`config.mk`:
```
export PLATFORM = sky130hd
export DESIGN_NAME = uart_tx_fifo
export DESIGN_NICKNAME = d
export VERILOG_FILES = /design/src/rtl/uart_tx_fifo.sv
export SDC_FILE = /design/constraint.sdc
export NUM_CORES = 1
export LEC_CHECK = 0
export ABC_AREA = 1
export BUFFER_PORTS_ARGS = -buffer_cell sky130_fd_sc_hd__buf_2
export CAP_MARGIN = 10
export CELL_PAD_IN_SITES_DETAIL_PLACEMENT = 1
export CELL_PAD_IN_SITES_GLOBAL_PLACEMENT = 1
export CORE_UTILIZATION = 42
export DETAILED_ROUTE_END_ITERATION = 8
export PLACE_DENSITY_LB_ADDON = 0.2
export SYNTH_ARGS = -nofsm -noshare
export SYNTH_HDL_FRONTEND = slang
export SYNTH_SLANG_ARGS = --single-unit
```
`constraint.sdc`:
```
create_clock -name clk -period 2.1 [get_ports clk]
set_input_delay 0.105 -clock clk [delete_from_list [all_inputs] [get_ports clk]]
set_output_delay 0.105 -clock clk [all_outputs]
set_load 0.01 [all_outputs]
```
`src/rtl/uart_tx_fifo.sv`:
```
// rtl/uart_tx_fifo.sv - buffered 8N1 UART transmitter with a small byte FIFO
module uart_tx_fifo #(
    parameter int CLK_FREQ   = 50000000,
    parameter int BAUD       = 9600,
    parameter int FIFO_DEPTH = 4
) (
    input  logic                          clk,
    input  logic                          rst,
    input  logic [7:0]                    tx_data,
    input  logic                          tx_start,
    output logic                          txd,
    output logic                          tx_busy,
    output logic                          tx_full,
    output logic [$clog2(FIFO_DEPTH):0]   tx_level,
    output logic                          tx_overflow
);

    localparam int DIV = CLK_FREQ / BAUD;
    localparam int CW  = (DIV > 1) ? $clog2(DIV) : 1;
    localparam int PW  = (FIFO_DEPTH > 1) ? $clog2(FIFO_DEPTH) : 1;
    localparam int LW  = PW + 1;
    localparam logic [CW-1:0] BAUD_LAST = CW'(DIV - 1);
    localparam logic [LW-1:0] LEVEL_MAX = LW'(FIFO_DEPTH);

    typedef enum logic [1:0] {
        IDLE  = 2'd0,
        START = 2'd1,
        DATA  = 2'd2,
        STOP  = 2'd3
    } state_t;

    state_t          state_q, state_d;
    logic [CW-1:0]   baud_q, baud_d;
    logic [2:0]      bit_q, bit_d;
    logic [7:0]      shift_q, shift_d;
    logic            txd_q, txd_d;
    logic            ovf_q, ovf_d;
    logic [PW-1:0]   wr_ptr_q, wr_ptr_d;
    logic [PW-1:0]   rd_ptr_q, rd_ptr_d;
    logic [LW-1:0]   level_q, level_d;
    logic [7:0]      mem_q [FIFO_DEPTH];

    logic            tick;
    logic            full;
    logic            push;
    logic            pop;

    assign tick = (baud_q == BAUD_LAST);
    assign full = (level_q == LEVEL_MAX);
    // A push seen while full is refused even when a pop frees a slot this edge.
    assign push = tx_start && !full;

    always_comb begin
        state_d = state_q;
        baud_d  = baud_q;
        bit_d   = bit_q;
        shift_d = shift_q;
        pop     = 1'b0;
        case (state_q)
            IDLE: begin
                baud_d = '0;
                if (level_q != '0) begin
                    pop     = 1'b1;
                    state_d = START;
                end
            end
            START: begin
                if (tick) begin
                    baud_d  = '0;
                    bit_d   = 3'd0;
                    state_d = DATA;
                end else begin
                    baud_d = baud_q + CW'(1);
                end
            end
            DATA: begin
                if (tick) begin
                    baud_d  = '0;
                    shift_d = {1'b0, shift_q[7:1]};
                    bit_d   = bit_q + 3'd1;
                    if (bit_q == 3'd7) begin
                        state_d = STOP;
                    end
                end else begin
                    baud_d = baud_q + CW'(1);
                end
            end
            STOP: begin
                if (tick) begin
                    baud_d = '0;
                    if (level_q != '0) begin
                        pop     = 1'b1;
                        state_d = START;
                    end else begin
                        state_d = IDLE;
                    end
                end else begin
                    baud_d = baud_q + CW'(1);
                end
            end
            default: state_d = IDLE;
        endcase
        if (pop) begin
            shift_d = mem_q[rd_ptr_q];
        end
    end

    always_comb begin
        wr_ptr_d = push ? wr_ptr_q + PW'(1) : wr_ptr_q;
        rd_ptr_d = pop  ? rd_ptr_q + PW'(1) : rd_ptr_q;
        level_d  = level_q;
        case ({push, pop})
            2'b10:   level_d = level_q + LW'(1);
            2'b01:   level_d = level_q - LW'(1);
            default: level_d = level_q;
        endcase
        ovf_d = tx_start && full;
    end

    // The line level is computed from the next state so txd changes on the same edge.
    always_comb begin
        txd_d = 1'b1;
        case (state_d)
            START:   txd_d = 1'b0;
            DATA:    txd_d = shift_d[0];
            default: txd_d = 1'b1;
        endcase
    end

    always_ff @(posedge clk) begin
        if (rst) begin
            state_q  <= IDLE;
            baud_q   <= '0;
            bit_q    <= '0;
            shift_q  <= '0;
            txd_q    <= 1'b1;
            ovf_q    <= 1'b0;
            wr_ptr_q <= '0;
            rd_ptr_q <= '0;
            level_q  <= '0;
        end else begin
            state_q  <= state_d;
            baud_q   <= baud_d;
            bit_q    <= bit_d;
            shift_q  <= shift_d;
            txd_q    <= txd_d;
            ovf_q    <= ovf_d;
            wr_ptr_q <= wr_ptr_d;
            rd_ptr_q <= rd_ptr_d;
            level_q  <= level_d;
        end
    end

    always_ff @(posedge clk) begin
        if (!rst && push) begin
            mem_q[wr_ptr_q] <= tx_data;
        end
    end

    assign txd         = txd_q;
    assign tx_busy     = (state_q != IDLE) || (level_q != '0);
    assign tx_full     = full;
    assign tx_level    = level_q;
    assign tx_overflow = ovf_q;

endmodule

```
=== After elaboration in Yosys (flattened, before gate mapping) ===
Memory sizes are Yosys's and may differ from the RTL's. A register that Yosys moved wholly into a read port is not among the register bits.
Index checks and enable logic that the tools add are counted.

* Register bits after elaboration: 35
* Bits in writable memories: 32
* Latch bits: 0
* ROM bits: 0
* Memories kept: 1

* Divide/modulo/power cells: 0
* Reduce and logical (&&, ||, !) cells: 16
* Equality and inequality tests: 12
* Multipliers: 0
* Muxes and demuxes: 24
* Magnitude comparators: 0
* Bitwise operators: 0
* $add $sub $neg: 6
* Shift-type cells: 0

{| class="wikitable"
|+ Memories
! memory !! words !! bits a word !! rd ports !! clocked after memory_dff !! write ports !! line !! RTL
|-
| mem_q || 4 || 8 || 1 || 1 || 1 || 41 || <nowiki>logic [7:0] mem_q [FIFO_DEPTH];</nowiki>
|}

{| class="wikitable"
|+ Operators by type and width
! cell !! number
|-
| $pmux W13 S2 || 1
|-
| $mux W8 || 3
|-
| $mux W2 || 7
|-
| $add A13 B1 Y13 const B || 1
|-
| $eq A13 B13 Y1 const B || 1
|-
| $mux W13 || 1
|-
| $pmux W3 S2 || 2
|-
| $reduce_bool A2 Y1 || 5
|-
| $eq A2 B2 Y1 const B || 4
|-
| $pmux W2 S4 || 1
|-
| $add A3 B1 Y3 const B || 2
|-
| $eq A2 B1 Y1 const B || 3
|-
| $eq A3 B3 Y1 const B || 2
|-
| $mux W3 || 2
|-
| $mux W1 || 5
|-
| $add A2 B1 Y2 const B || 2
|-
| $ne A2 B2 Y1 const B || 2
|-
| $pmux W1 S2 || 2
|-
| $logic_and A1 B1 Y1 || 3
|-
| $reduce_and A3 Y1 || 1
|-
| $reduce_bool A3 Y1 || 1
|-
| $reduce_or A3 Y1 || 1
|-
| $sub A3 B1 Y3 const B || 1
|-
| $logic_not A1 Y1 || 2
|-
| other kinds (3) || 3
|}

=== Logic depth before layout (Yosys ltp) ===
Gate-level depths: netlist of the first run.

* Depth after elaboration: 6
* Depth in mapped cells: 16

=== Worst setup path before layout of the first run ===
OpenSTA, ideal clock, no wires.

* Path kind: register -> register
* From: register baud_q[0]
* To: register level_q[2], in the netlist tx_level[2]
* Required time: 1.978 ns
* Setup time: 0.122 ns
* Period minus slack after synthesis: 2.221 ns
* Arrival: 2.099 ns
* Cell stages (with the launch flop): 17
* Setup slack: -0.121 ns
* Cells stage by stage: dfxtp_1 -> ha_1 -> nand2_2 -> inv_2 -> nand2_4 -> nor2_8 -> nand3_4 -> nand2_4 -> nand2_4 -> inv_2 -> ha_1 -> inv_1 -> fa_1 -> a21oi_1 -> o21ai_0 -> o21ai_0 -> a21oi_1

* Word-level cells in the longest chain between the ends: 5

{| class="wikitable"
|+ RTL lines
! item !! line !! RTL
|-
| from (decl) || 33 || <nowiki>logic [CW-1:0] baud_q, baud_d;</nowiki>
|-
| from (signal assigned) || 143 || <nowiki>baud_q <= baud_d;</nowiki>
|-
| $eq A13 B13 Y1 * || 48 || <nowiki>assign tick = (baud_q == BAUD_LAST);</nowiki>
|-
| $mux W1 * || 89 || <nowiki>if (tick) begin</nowiki>
|-
| $pmux W1 S2 * || 59 || <nowiki>case (state_q)</nowiki>
|-
| $eq A2 B1 Y1 or $eq A2 B2 Y1 (tied branches) || 112 || <nowiki>case ({push, pop})</nowiki>
|-
| $pmux W3 S2 or $reduce_bool A2 Y1 (tied branches) || n/a ||
|-
| to (signal assigned) || 150 || <nowiki>level_q <= level_d;</nowiki>
|-
| to (decl) || 40 || <nowiki>logic [LW-1:0] level_q, level_d;</nowiki>
|}

Mark *: on every way between the ends. The rest lies on a longest branch, timed or not.
A chain may end at the register's enable or synchronous reset.

=== Worst setup path in the final report of the first run ===
* From: register baud_q[1]
* To: register level_q[2], in the netlist tx_level[2]

The elaborated chain is that of the path after synthesis.

==> results of run 1 <==
-- cell usage in the layout, fill, tap and decap left out, types with 9 or more instances in the layout --
cell,Yosys,layout
nand2_1,56,56
nor2_1,48,46
inv_1,40,39
dfxtp_1,37,35
edfxtp_1,32,32
o21ai_0,27,25
buf_4,0,21
buf_2,3,17
a21oi_1,16,15
clkbuf_8,0,13
ha_1,13,11
dlygate4sd3_1,0,9
-- critical path, stage by stage, from the launching register on --
cell	delay, ns
dfxtp_2	0.36
ha_4	0.15
nand2_4	0.05
inv_2	0.06
nand2_4	0.06
nor2_8	0.12
nand3_4	0.08
nand2_4	0.09
nand2_4	0.05
inv_4	0.06
ha_4	0.11
inv_2	0.04
fa_2	0.36
a21oi_2	0.13
o21ai_1	0.10
o21ai_1	0.13
a21oi_1	0.05
-- repair_timing --
action	CTS	global route
hold buffers	9	0
setup endpoints to repair	1	1
pin swaps	2	6
hold endpoints to repair	33	0
setup buffers	2	3
gates resized for setup	2	8
-- synth_stat cells (all sizes together) --
library cell | number | area share, %
a21oi | 17 | 2.8
a31oi | 7 | 1.4
buf | 4 | 0.84
clkbuf | 1 | 0.12
clkinv | 1 | 0.12
dfxtp | 37 | 24
edfxtp | 32 | 31
fa | 1 | 0.64
ha | 13 | 5.2
inv | 44 | 5.3
nand2 | 61 | 8.2
nand3 | 10 | 2.4
nand3b | 1 | 0.24
nand4 | 3 | 0.60
nor2 | 52 | 7.5
nor3 | 6 | 1.1
nor3b | 3 | 0.72
o21ai | 32 | 5.1
o21bai | 3 | 0.72
o22ai | 8 | 1.6
or2 | 3 | 0.60
xor2 | 1 | 0.28
-- stage by stage --
| step | hold WS (ns) | instances | total power, µW | cell area (µm²) |
|---|---|---|---|---|
| global placement | 0.318 | 467 | 2940 | 3430 |
| detailed placement | 0.321 | 467 | 2980 | 3430 |
| global route | 0.0418 | 497 | 4380 | 3790 |
| finish | 0.0308 | 497 | 4090 | 3790 |
| CTS | 0.0309 | 494 | 4050 | 3740 |
| floorplan | 0.174 | 340 | 2590 | 3130 |
-- metal layers --
metal	GRT usage, %	vias to the layer above	part of all wire (%)
li1	-	1233	-
met1	22.6	1132	46
met5	0	-	0
met2	33.3	22	51
met4	8.65	0	1.8
met3	3.92	12	1.9
-- cell type report --
cell class / instances / area share (%)
inverter: 45 / 4.52
clock inverter: 1 / 0.132
clock buffer: 15 / 4.91
tap: 99 / 3.26
timing repair buffer: 47 / 8.77
multi-input combinational: 221 / 33.5
sequential: 69 / 44.9
-- kinds of logic after synthesis --
group | count (synthesis) | synth area share [%]
DFF | 69 | 54.4
and+or+nand+nor | 139 | 21.4
adders and majority gates | 14 | 5.84
buffers and inverters | 50 | 6.36
xor gates and xnor gates | 1 | 0.280
AOI/OAI and AO/OA | 67 | 11.7
-- power by group through the flow --
stage	combinational, µW	sequential [µW]	clock (µW)
after CTS	1320	1680	1050
after global routing	1570	1700	1120
final	1380	1680	1030
after detailed placement	1280	1700	0
after global placement	1240	1690	0
after floorplan	887	1700	0
-- worst max-delay path by stage --
| stage | startpoint | endpoint |
|---|---|---|
| 2_1_floorplan | baud_q[1] | tx_level[2] |
| 4_1_cts | state_q[0] | tx_level[2] |
| 3_3_place_gp | baud_q[1] | tx_level[2] |
| 6_report | baud_q[1] | tx_level[2] |
| 5_1_grt | baud_q[1] | tx_level[2] |
| 3_5_place_dp | baud_q[1] | tx_level[2] |
-- sequential cells by signal, summed over array words and instances, names as in the netlist, named ones only --
| register | cells |
|---|---|
| wr_ptr_q | 2 |
| rd_ptr_q | 2 |
| shift_q | 8 |
| txd | 1 |
| mem_q | 32 |
| tx_level | 3 |
| baud_q | 13 |
| state_q | 2 |
| bit_q | 3 |
| tx_overflow | 1 |
==> results.cfg, run 1 <==
[min_path]
min_to = tx_overflow
hold_path_depth = 2
min_path_type = input pin to register
min-delay-start = rst

[logic_synthesis]
synth-seq-cells = 69
syn_avg_cell_area_um2 = 9.19
netlist_area_mm2 = 0.00313
synthCells = 340
ys_seq_area_share_pct = 54.4
syn-num-nets = 365
synth_cell_types = 32
yosysWarnings = 0

[floorplan]
die_h_um = 88.3
die_w_um = 88.3
core_mm2 = 0.00721
io_pins = 18
die_area_mm2 = 0.00779
std_cell_rows = 31
initial_core_util_pct = 43.3

[pwr]
switchingPower_uw = 1410
p_leak_uw = 0.00151
ir_worst_vdd_mv = 0.566
powerDensity_mw_per_mm2 = 1080
p_clk_share_pct = 25.2
seq_power_share_pct = 41.0
comb_power_share_pct = 33.7
p_int_uw = 2670
switching_share_pct = 34.6

[placement]
gp_congestion = 0.779
hpwlAfterDp_mm = 4.67
dp_slack_ns = -0.0439
port_buffers = 17

[sta]
timing.final.ws_setup_ns = -0.00478
finalClockSkew_ns = 0.0134
setup-tns-final_ns = -0.00478
final-setup-viol-count = 1
slew_headroom_pct = 67.6
worst_slew_pin_slew_ns = 0.485
fin_crit_ns = 2.10
finalHoldViolations = 0
max_freq_ghz = 0.475
rsz0062_at_grt = true
min_period_over_period_pct = 100
finalMaxSlewViolations = 0

[worst_setup_path]
reg2reg_slack_ns = -0.005
rr_startpoint = baud_q[1]
reg2reg_depth = 16
path_class = register to register
rr_endpoint = tx_level[2]
end_kind = register
worst_ep_arrival_time_ns = 2.34
startpoint_type = register
critPathRequiredTime_ns = 2.34
cp_max_fo = 2

[global_routing]
overflow = 0
grt_max_degree = 17
antenna_found_initial = 0
grt_pass1_wl_mm = 11.0
grt_pass1_vias = 2390
grtUsageTotal_pct = 19.0

[run]
maxCapViolCount = 0

[final_layout]
areaGrowthSynthToFinish_pct = 21.4
fillCellCount = 857
multi_input_area_mm2 = 0.00127
final_core_util_pct = 52.6
regArea_mm2 = 0.00170
final_nets = 418
drive_gt1_share_pct = 20.4
num_antenna_cells = 0

[clock_tree]
cts_tree = done
clkSlewWorstSetupHoldPaths_ns = 0.08
cts_buffer_depth = 2
clk_latency_ns = 0.35
cts_made_buffers = 9
root_buffer = clkbuf_8
cts.sinks = 69
h-tree-depth = 3

[routing]
drtPass1Iterations = 4
num_vias = 2399
routed_wl_mm = 6.75
antenna_left = 0
drt-initial-drc-count = 72
via_per_inst = 4.83
drcViolationCount = 0
wl_per_cell_um = 13.6

[status]
violations = negative setup slack
status = finished with violations
Note: power is estimated with default switching activity, not from simulation.
==> run 2: changes to the inputs <==
CORE_UTILIZATION = 50   (was 42)
clock period = 2.7 ns   (was 2.1 ns; I/O delays follow)
==> results.cfg, run 2 (synthesized netlist as in run 1, its figures left out) <==
[status]
status = finished clean

[global_routing]
grt_pass1_wl_mm = 10.7
grtUsageTotal_pct = 22.0
grt_pass1_vias = 2368
grt_max_degree = 19
antenna_found_initial = 0
overflow = 0

[floorplan]
io_pins = 18
initial_core_util_pct = 52.2
die_w_um = 81.1
core_mm2 = 0.00599
die_area_mm2 = 0.00657
die_h_um = 81.1
std_cell_rows = 28

[sta]
rsz0062_at_grt = false
fin_crit_ns = 2.48
max_freq_ghz = 0.402
final-setup-viol-count = 0
finalMaxSlewViolations = 0
timing.final.ws_setup_ns = 0.215
finalHoldViolations = 0
finalClockSkew_ns = 0.0114
setup-tns-final_ns = 0
min_period_over_period_pct = 92.0
worst_slew_pin_slew_ns = 0.542
timing.hold.ws_ns = 0.0101
slew_headroom_pct = 63.8

[routing]
wl_per_cell_um = 14.4
drtPass1Iterations = 4
drt-initial-drc-count = 90
via_per_inst = 5.39
routed_wl_mm = 6.47
drcViolationCount = 0
antenna_left = 0
num_vias = 2422

[pwr]
total_power_uw = 2920
p_clk_share_pct = 24.3
powerDensity_mw_per_mm2 = 837
p_int_uw = 1870
p_leak_uw = 0.00135
seq_power_share_pct = 44.7
switchingPower_uw = 1050
switching_share_pct = 36.1
ir_worst_vdd_mv = 0.470
comb_power_share_pct = 31.0

[final_layout]
fillCellCount = 702
largestRegisters = mem_q (32), baud_q (13), shift_q (8)
mostFrequentLayoutCells = 56 x nand2_1, 47 x nor2_1, 40 x inv_1
areaGrowthSynthToFinish_pct = 11.6
largest_register_ffs = 32
drive_gt1_share_pct = 15.2
regMostFlops = mem_q
final_nets = 394
num_antenna_cells = 0
final_core_util_pct = 58.2
final_common_cell = nand2_1

[placement]
dp_slack_ns = 0.205
hpwlAfterDp_mm = 4.60
gp_congestion = 0.783
port_buffers = 17

[clock_tree]
h-tree-depth = 3
cts_made_buffers = 9
cts_buffer_depth = 2
cts.sinks = 69
cts_tree = done
clk_latency_ns = 0.34
clkSlewWorstSetupHoldPaths_ns = 0.08
root_buffer = clkbuf_8

[min_path]
min_path_type = input pin to register

[worst_setup_path]
cp_max_fo = 16
path_class = register to register
end_kind = register
critPathRequiredTime_ns = 2.93
worst_ep_arrival_time_ns = 2.71
startpoint_type = register

[run]
maxCapViolCount = 0
run 2: cell types whose count changed in the layout (fill, tap and decap cells not counted), moves of 2 or more:
cell / previous run / this run
buf_4: 21 / 5
clkbuf_8: 13 / 9
clkinv_1: 1 / 3
clkinvlp_4: 0 / 2
dlygate4sd3_1: 9 / 1
ha_4: 2 / 0
o21ai_0: 25 / 27
o21ai_1: 7 / 5
run 2: final cells by class:
type	count	area, µm²	area share, %
flip-flops and latches	69	1700	48.8
multi-input cells	221	1230	35.3
clock buffers	11	131	3.77
well taps	75	93.8	2.69
repair buffers	23	133	3.80
clock inverters	5	27.5	0.789
inverters	45	169	4.84
run 2: worst paths after layout:
path / cells after the start / slack [ns] / startpoint / to
worst max-delay path: 16 / 0.22 / baud_q[1] / tx_level[2]
worst min-delay path: 1 / 0.01 / tx_data[5] / mem_q[1][5]
worst max register to register: 16 / 0.22 / baud_q[1] / tx_level[2]
worst min register to register: 1 / 0.43 / baud_q[0] / baud_q[0]
run 2: worst max-delay path: stages (launching register included):
cell and delay, ns:
dfxtp_1 0.36, ha_2 0.21, nand2_2 0.07, inv_2 0.07, nand2_4 0.06, nor2_8 0.15
nand3_4 0.09, nand2_4 0.08, nand2_4 0.11, inv_2 0.09, ha_1 0.13, inv_1 0.06
fa_1 0.38, a21oi_1 0.15, o21ai_0 0.12, o21ai_0 0.17, a21oi_1 0.06
run 2: metrics by stage:
step                instances  instance area (µm²)
floorplan                 340                 3130
global placement          432                 3310
detailed placement        432                 3310
CTS                       449                 3480
global route              449                 3490
finish                    449                 3490
run 2: repair_timing:
item / CTS / global route
hold buffers: 1 / 0
setup buffers: 0 / 0
hold endpoints to repair: 4 / 0
setup endpoints to repair: 0 / 1
resized for setup: 0 / 3
run 2: power groups by stage:
stage                     combinational [µW]  clock (µW)  sequential [µW]
after global routing                    1040         756             1320
after CTS                                907         721             1300
after detailed placement                 892           0             1330
after floorplan                          677           0             1320
after global placement                   857           0             1320
final                                    906         708             1300
run 2: layer usage:
layer / global-route usage [%] / wire length (µm) / vias up
li1: - / - / 1188
met1: 26.6 / 2980 / 1186
met2: 37.9 / 3220 / 37
met3: 3.93 / 140 / 11
met4: 10.5 / 131 / 0
met5: 0 / 0 / -
